===== config.mk =====
export PLATFORM = sky130hd
export DESIGN_NAME = opti_product_accumulator
export DESIGN_NICKNAME = d
export VERILOG_FILES = /design/src/rtl/opti_pkg.sv /design/src/rtl/opti_round_sat.sv /design/src/rtl/opti_product_accumulator.sv
export SDC_FILE = /design/constraint.sdc
export NUM_CORES = 1
export LEC_CHECK = 0
export BUFFER_PORTS_ARGS = -buffer_cell sky130_fd_sc_hd__clkbuf_2
export CORE_ASPECT_RATIO = 1.25
export CORE_MARGIN = 3
export CORE_UTILIZATION = 43
export DETAILED_ROUTE_END_ITERATION = 8
export GPL_ROUTABILITY_DRIVEN = 0
export HOLD_SLACK_MARGIN = 0.12
export PLACE_DENSITY = 0.72
export SLEW_MARGIN = 10
export SYNTH_ARGS = -nofsm -noshare
export SYNTH_HDL_FRONTEND = slang
export SYNTH_SLANG_ARGS = --single-unit

===== constraint.sdc =====
create_clock -name clk -period 10.3 [get_ports clk]
set_input_delay 0 -clock clk [delete_from_list [all_inputs] [get_ports clk]]
set_output_delay 0 -clock clk [all_outputs]
set_load 0.005 [all_outputs]

===== src/rtl/opti_pkg.sv =====
// Shared fixed-point constants for the opti multiply/accumulate datapath.
package opti_pkg;

    // Q2.14 output samples and Q4.28 multiplier products
    localparam int Q15_FRAC_BITS = 14;
    localparam int Q28_FRAC_BITS = 28;

    // Q2.14 saturation limits
    localparam logic [15:0] Q15_MAX = 16'h7FFF;
    localparam logic [15:0] Q15_MIN = 16'h8000;

    // Half an output LSB when rounding Q.28 down to Q.14
    localparam int ROUND_HALF = 32'sd1 <<< 13;

    // Q8.28 accumulator holds eight worst-case products without wrap
    localparam int ACC_W_DEFAULT = 36;

endpackage


===== src/rtl/opti_round_sat.sv =====
// Round-half-up requantizer with saturation to a 16-bit signed result.
module opti_round_sat
    import opti_pkg::*;
#(
    parameter int IN_W  = ACC_W_DEFAULT,
    parameter int SHIFT = Q28_FRAC_BITS - Q15_FRAC_BITS
) (
    input  logic signed [IN_W-1:0] sum_q,
    output logic        [15:0]     y_next,
    output logic                   sat
);

    // One extra bit so adding the rounding constant can never wrap
    localparam logic signed [IN_W:0] HALF  = (IN_W+1)'(64'sd1 <<< (SHIFT - 1));
    localparam logic signed [IN_W:0] R_MAX = (IN_W+1)'(32'sd32767);
    localparam logic signed [IN_W:0] R_MIN = (IN_W+1)'(-32'sd32768);

    logic signed [IN_W:0] biased_s;
    logic signed [IN_W:0] r_s;

    assign biased_s = {sum_q[IN_W-1], sum_q} + HALF;
    assign r_s      = biased_s >>> SHIFT;

    // Clip the rounded value into the 16-bit signed range
    always_comb begin
        y_next = r_s[15:0];
        sat    = 1'b0;
        if (r_s > R_MAX) begin
            y_next = Q15_MAX;
            sat    = 1'b1;
        end else if (r_s < R_MIN) begin
            y_next = Q15_MIN;
            sat    = 1'b1;
        end else begin
            y_next = r_s[15:0];
            sat    = 1'b0;
        end
    end

endmodule


===== src/rtl/opti_product_accumulator.sv =====
// Sums groups of Q4.28 products and presents each rounded, saturated
// Q2.14 sum on a valid/ready register. The input never stalls; results
// that cannot be stored are dropped and flagged.
module opti_product_accumulator
    import opti_pkg::*;
#(
    parameter int MAX_TERMS = 8,
    parameter int ACC_W     = ACC_W_DEFAULT
) (
    input  logic        clk,
    input  logic        rst,
    input  logic        valid_in,
    input  logic [31:0] p_in,
    input  logic        last_in,
    output logic [15:0] y,
    output logic        y_valid,
    input  logic        y_ready,
    output logic        y_sat,
    output logic        err_ovf,
    output logic        err_terms,
    input  logic        clr_err
);

    localparam int CNT_W = $clog2(MAX_TERMS);
    localparam logic [CNT_W-1:0] CNT_LAST = CNT_W'(MAX_TERMS - 1);

    logic signed [ACC_W-1:0] acc_r;
    logic        [CNT_W-1:0] cnt_r;
    logic signed [ACC_W-1:0] sum_q_r;
    logic                    sum_v_r;
    logic        [15:0]      y_r;
    logic                    y_valid_r;
    logic                    y_sat_r;
    logic                    err_ovf_r;
    logic                    err_terms_r;

    logic signed [ACC_W-1:0] p_ext_s;
    logic signed [ACC_W-1:0] sum_s;
    logic                    at_limit_s;
    logic                    close_s;
    logic                    terms_hit_s;
    logic        [15:0]      y_next_s;
    logic                    sat_s;
    logic                    load_s;
    logic                    drop_s;

    // The first product of a group ignores whatever acc still holds
    assign p_ext_s     = {{(ACC_W-32){p_in[31]}}, p_in};
    assign sum_s       = ((cnt_r == {CNT_W{1'b0}}) ? {ACC_W{1'b0}} : acc_r) + p_ext_s;
    assign at_limit_s  = (cnt_r == CNT_LAST);
    assign close_s     = valid_in && (last_in || at_limit_s);
    assign terms_hit_s = valid_in && at_limit_s && !last_in;

    assign load_s = sum_v_r && (!y_valid_r || y_ready);
    assign drop_s = sum_v_r && y_valid_r && !y_ready;

    opti_round_sat #(
        .IN_W  (ACC_W),
        .SHIFT (Q28_FRAC_BITS - Q15_FRAC_BITS)
    ) u_round_sat (
        .sum_q  (sum_q_r),
        .y_next (y_next_s),
        .sat    (sat_s)
    );

    // Accumulate products and hand each closed group to the requantizer
    always_ff @(posedge clk or posedge rst) begin
        if (rst) begin
            acc_r   <= {ACC_W{1'b0}};
            cnt_r   <= {CNT_W{1'b0}};
            sum_q_r <= {ACC_W{1'b0}};
            sum_v_r <= 1'b0;
        end else if (valid_in) begin
            if (close_s) begin
                sum_q_r <= sum_s;
                sum_v_r <= 1'b1;
                cnt_r   <= {CNT_W{1'b0}};
            end else begin
                acc_r   <= sum_s;
                cnt_r   <= cnt_r + {{(CNT_W-1){1'b0}}, 1'b1};
                sum_v_r <= 1'b0;
            end
        end else begin
            sum_v_r <= 1'b0;
        end
    end

    // Output register: load takes priority, a bare handshake empties it
    always_ff @(posedge clk or posedge rst) begin
        if (rst) begin
            y_r       <= 16'h0000;
            y_valid_r <= 1'b0;
            y_sat_r   <= 1'b0;
        end else if (load_s) begin
            y_r       <= y_next_s;
            y_sat_r   <= sat_s;
            y_valid_r <= 1'b1;
        end else if (y_valid_r && y_ready) begin
            y_valid_r <= 1'b0;
        end
    end

    // Sticky error flags; a setting event beats a same-cycle clear
    always_ff @(posedge clk or posedge rst) begin
        if (rst) begin
            err_ovf_r   <= 1'b0;
            err_terms_r <= 1'b0;
        end else begin
            if (drop_s) begin
                err_ovf_r <= 1'b1;
            end else if (clr_err) begin
                err_ovf_r <= 1'b0;
            end
            if (terms_hit_s) begin
                err_terms_r <= 1'b1;
            end else if (clr_err) begin
                err_terms_r <= 1'b0;
            end
        end
    end

    assign y         = y_r;
    assign y_valid   = y_valid_r;
    assign y_sat     = y_sat_r;
    assign err_ovf   = err_ovf_r;
    assign err_terms = err_terms_r;

endmodule

==> out/qor.tcl <==
set qor(status) {finished clean}
set qor(route.detailed.drc) 0
set qor(hold_violations) 0
set qor(slew_headroom_pct) 22.0
set qor(start_kind) {register}
set qor(coreArea_um2) 13500
set qor(finalCritPeriodShare_pct) 40.3
set qor(share_of_flip_flops_with_an_asynchronous_set_or_reset_after_synthesis_pct) 100
set qor(dr.pass1.iters) 4
set qor(synth_warnings) 0
set qor(cts_max_level) 3
set qor(cts_root_buffer) {sky130_fd_sc_hd__clkbuf_16}
set qor(max_stage_delay_ns) 0.59
set qor(timing.rr.start) {cnt_r[0]}
set qor(grt_usage_pct) 17.8
set qor(maxCapViolCount) 0
set qor(timing.critical_path.from) {cnt_r[0]}
set qor(vias_per_cell) 5.40
set qor(chipWidth_um) 112
set qor(vias) 4963
set qor(netlist_instances) 692
set qor(tightest_slew_ns) 1.16
set qor(timing.hold.worst.class) {input pin to register}
set qor(worst_ir_drop_vdd_uv) 118
set qor(synth_enable_flop_cells) 0
set qor(unrepaired_setup_endpoints_after_global_routing) {false}
set qor(numCtsBuffers) 9
set qor(syn_nets) 770
set qor(insertion_delay_ns) 0.34
set qor(post_cts.resized_instances) 0
set qor(final_layout_size_suffix_gt1_share_pct) 14.4
set qor(maxSlewViolCount) 0
set qor(worstPathCellList) {inv_1 > ha_1 > nand2_1 > and2_1 > ha_1 > fa_1 > a21o_1 > a221oi_2 > or3_4 > a31oi_2 > o21ai_2 > a2111oi_2 > or4_1 > nand3_1}
set qor(arrival_worst_endpoint_ns) 4.43
set qor(clock-sinks) 83
set qor(synth_top_area_cell) {sky130_fd_sc_hd__dfrtp_1}
set qor(worst-path-max-fanout) 36
set qor(postSynthRegisterBits) 83
set qor(num-nets-final) 821
set qor(fin_cells) 919
set qor(numPlacedInstances) 894
set qor(dp_slack_ns) 6.13
set qor(clkTransAtPathRegs_ns) 0.07
set qor(first_iteration_detailed_routing_drc_count) 238
set qor(grt_antenna_before_repair) 0
set qor(port_buffers) 57
set qor(insertedDiodeCount) 0
set qor(worst_clock_skew_ns) 0.00648
set qor(hpwl_mm) 9.81
set qor(ant_nets) 0
set qor(syn_area_um2) 6000
set qor(r2r_setup_slack_ns) 6.15
set qor(critical_path.most_common_cell) {sky130_fd_sc_hd__ha_1}
set qor(hold-worst-slack_ns) 0.175
set qor(period_minus_slack_ns) 4.15
set qor(die_extent_in_y_um) 138
set qor(hold_path.startpoint) {p_in[6]}
set qor(overflow) 0
set qor(pin_count) 58
set qor(start_util_pct) 44.5
set qor(die_ar_um2) 15400
set qor(netlist_top_cells_area) {sky130_fd_sc_hd__dfrtp_1 (35%), sky130_fd_sc_hd__ha_1 (8.1%), sky130_fd_sc_hd__nand2_1 (5.9%)}
set qor(finalWorstSetupSlack_ns) 6.15
set qor(worstPathRequired_ns) 10.58
set qor(cp.buffers_inverters) 1
set qor(max_freq_mhz) 241
set qor(timing.critical_path.max_delay_family) {simple AND/OR/NAND/NOR gates}
set qor(final.setup.tns_ns) 0
set qor(crit_slowest_cell) {sky130_fd_sc_hd__nand2_1}
set qor(setup_viol) 0
set qor(power.density_nw_per_um2) 255
set qor(grt_pass1_vias) 4704
set qor(routed_wl_mm) 13.4
set qor(leakage_uw) 0.00309
set qor(detail_route.wl_per_cell_um) 14.6
set qor(post-synth-top-area-fraction_pct) 34.6
set qor(fp-row-count) 47
set qor(share_of_the_yosys_chip_area_belonging_to_registers_pct) 34.6
set qor(syn_avg_cell_area_um2) 8.67
set qor(synth.distinct_cells) 64
set qor(tritoncts_clock_tree) {done}
set qor(dominantRegCellSynth) {sky130_fd_sc_hd__dfrtp_1}
set qor(first_pass_grt_wire_length_mm) 23.0
set qor(max-clock-path-buffers) 2
set qor(cp-end-kind) {register}
set qor(grt_max_degree) 84
set qor(timing.setup.critical_path_class) {register to register}
set qor(syn2layout_area_growth_pct) 13.1
routing by layer:
layer,GRT usage (%),share of wire (%),vias to the layer above
li1,-,-,2566
met1,24.7,47,2300
met2,28.9,48,82
met3,1.84,3.7,15
met4,6.21,1.9,0
met5,0,0,-
Yosys cell counts, types with 8 or more instances:
master,number
sky130_fd_sc_hd__a21o_1,33
sky130_fd_sc_hd__a21oi_1,40
sky130_fd_sc_hd__a21oi_4,10
sky130_fd_sc_hd__a31oi_1,8
sky130_fd_sc_hd__and2_1,44
sky130_fd_sc_hd__clkbuf_1,25
sky130_fd_sc_hd__dfrtp_1,83
sky130_fd_sc_hd__ha_1,39
sky130_fd_sc_hd__inv_1,22
sky130_fd_sc_hd__nand2_1,95
sky130_fd_sc_hd__nand3_1,18
sky130_fd_sc_hd__nand4_1,12
sky130_fd_sc_hd__nor2_1,38
sky130_fd_sc_hd__nor3_1,8
sky130_fd_sc_hd__o21a_1,8
sky130_fd_sc_hd__o21ai_0,66
sky130_fd_sc_hd__o21ai_1,10
sky130_fd_sc_hd__xnor2_1,23
sky130_fd_sc_hd__xor2_1,23
state kept, by name, indices dropped and copies added, names as in the netlist:
register / cells
acc_r: 36
cnt_r: 3
err_ovf: 1
err_terms: 1
sum_q_r: 23
sum_v_r: 1
y: 16
y_sat: 1
y_valid: 1
worst paths after layout:
path | to | depth (start not counted)
setup / recovery | sum_q_r[34] | 14
hold / removal | acc_r[6] | 4
setup reg to reg | sum_q_r[34] | 14
hold reg to reg | y_valid | 2
max in group asynchronous | sum_q_r[26] | 4
min in group asynchronous | cnt_r[2] | 4
where the power goes:
| group | internal (µW) | switching, µW | total (µW) |
|---|---|---|---|
| clock network | 189 | 144 | 333 |
| logic | 358 | 460 | 819 |
| registers | 466 | 111 | 578 |
| total | 1010 | 715 | 1730 |
timing repair:
item	4_1_cts	5_1_grt
endpoints found under the setup margin	0	0
buffers inserted	0	0
hold buffers	9	0
endpoints found under the hold margin	91	0
stage by stage:
stage                     utilization (%)  area (µm²)  power [µW]
after floorplan                         -        6000        1200
after global placement               47.5        6390        1390
after detailed placement             47.5        6390        1400
after CTS                            50.4        6790        1740
after global routing                 50.4        6790        1880
final                                50.4        6790        1730
final cells by class:
type	count	area [µm²]
fillers	1288	6680
multi-input cells	558	3710
clock inverters	7	76.3
well taps	171	214
flip-flops and latches	83	2080
clock buffers	9	225
repair buffers	69	398
inverters	22	83.8
layout by cell type, fill, tap and decap left out, drive strengths merged, types with 4 or more instances in the layout:
master and count:
nor3 9, a211oi 4, or4 4, nand4 13, nand3 18, and2 44
a21o 33, o21ai 78, xnor2 23, dfrtp 83, a21oi 50, inv 22
clkbuf 66, or2 5, a31oi 10, nand2b 5, nor2 38, nand2 95
o31ai 6, ha 39, clkinv 4, and4 8, and3 5, dlygate4sd3 9
xor2 23, o21a 8
worst min-delay path: cells and delay by family:
family,cells,cell delay [ns]
fa+ha+maj,1,0.17
xor+xnor,1,0.08
buf+inv,1,0.08
compound gates,1,0.15
logic make-up after synthesis:
kind of cell | Yosys count | synth area share (%)
AND/OR/NAND/NOR | 256 | 21.7
multiplexers | 3 | 0.501
AO/OA/AOI/OAI | 213 | 24.4
adder cells (fa/ha/maj) | 40 | 8.47
buffers and inverters | 51 | 3.59
XOR/XNOR | 46 | 6.72
flip-flops | 83 | 34.6
(Power assumes the default switching activity.)
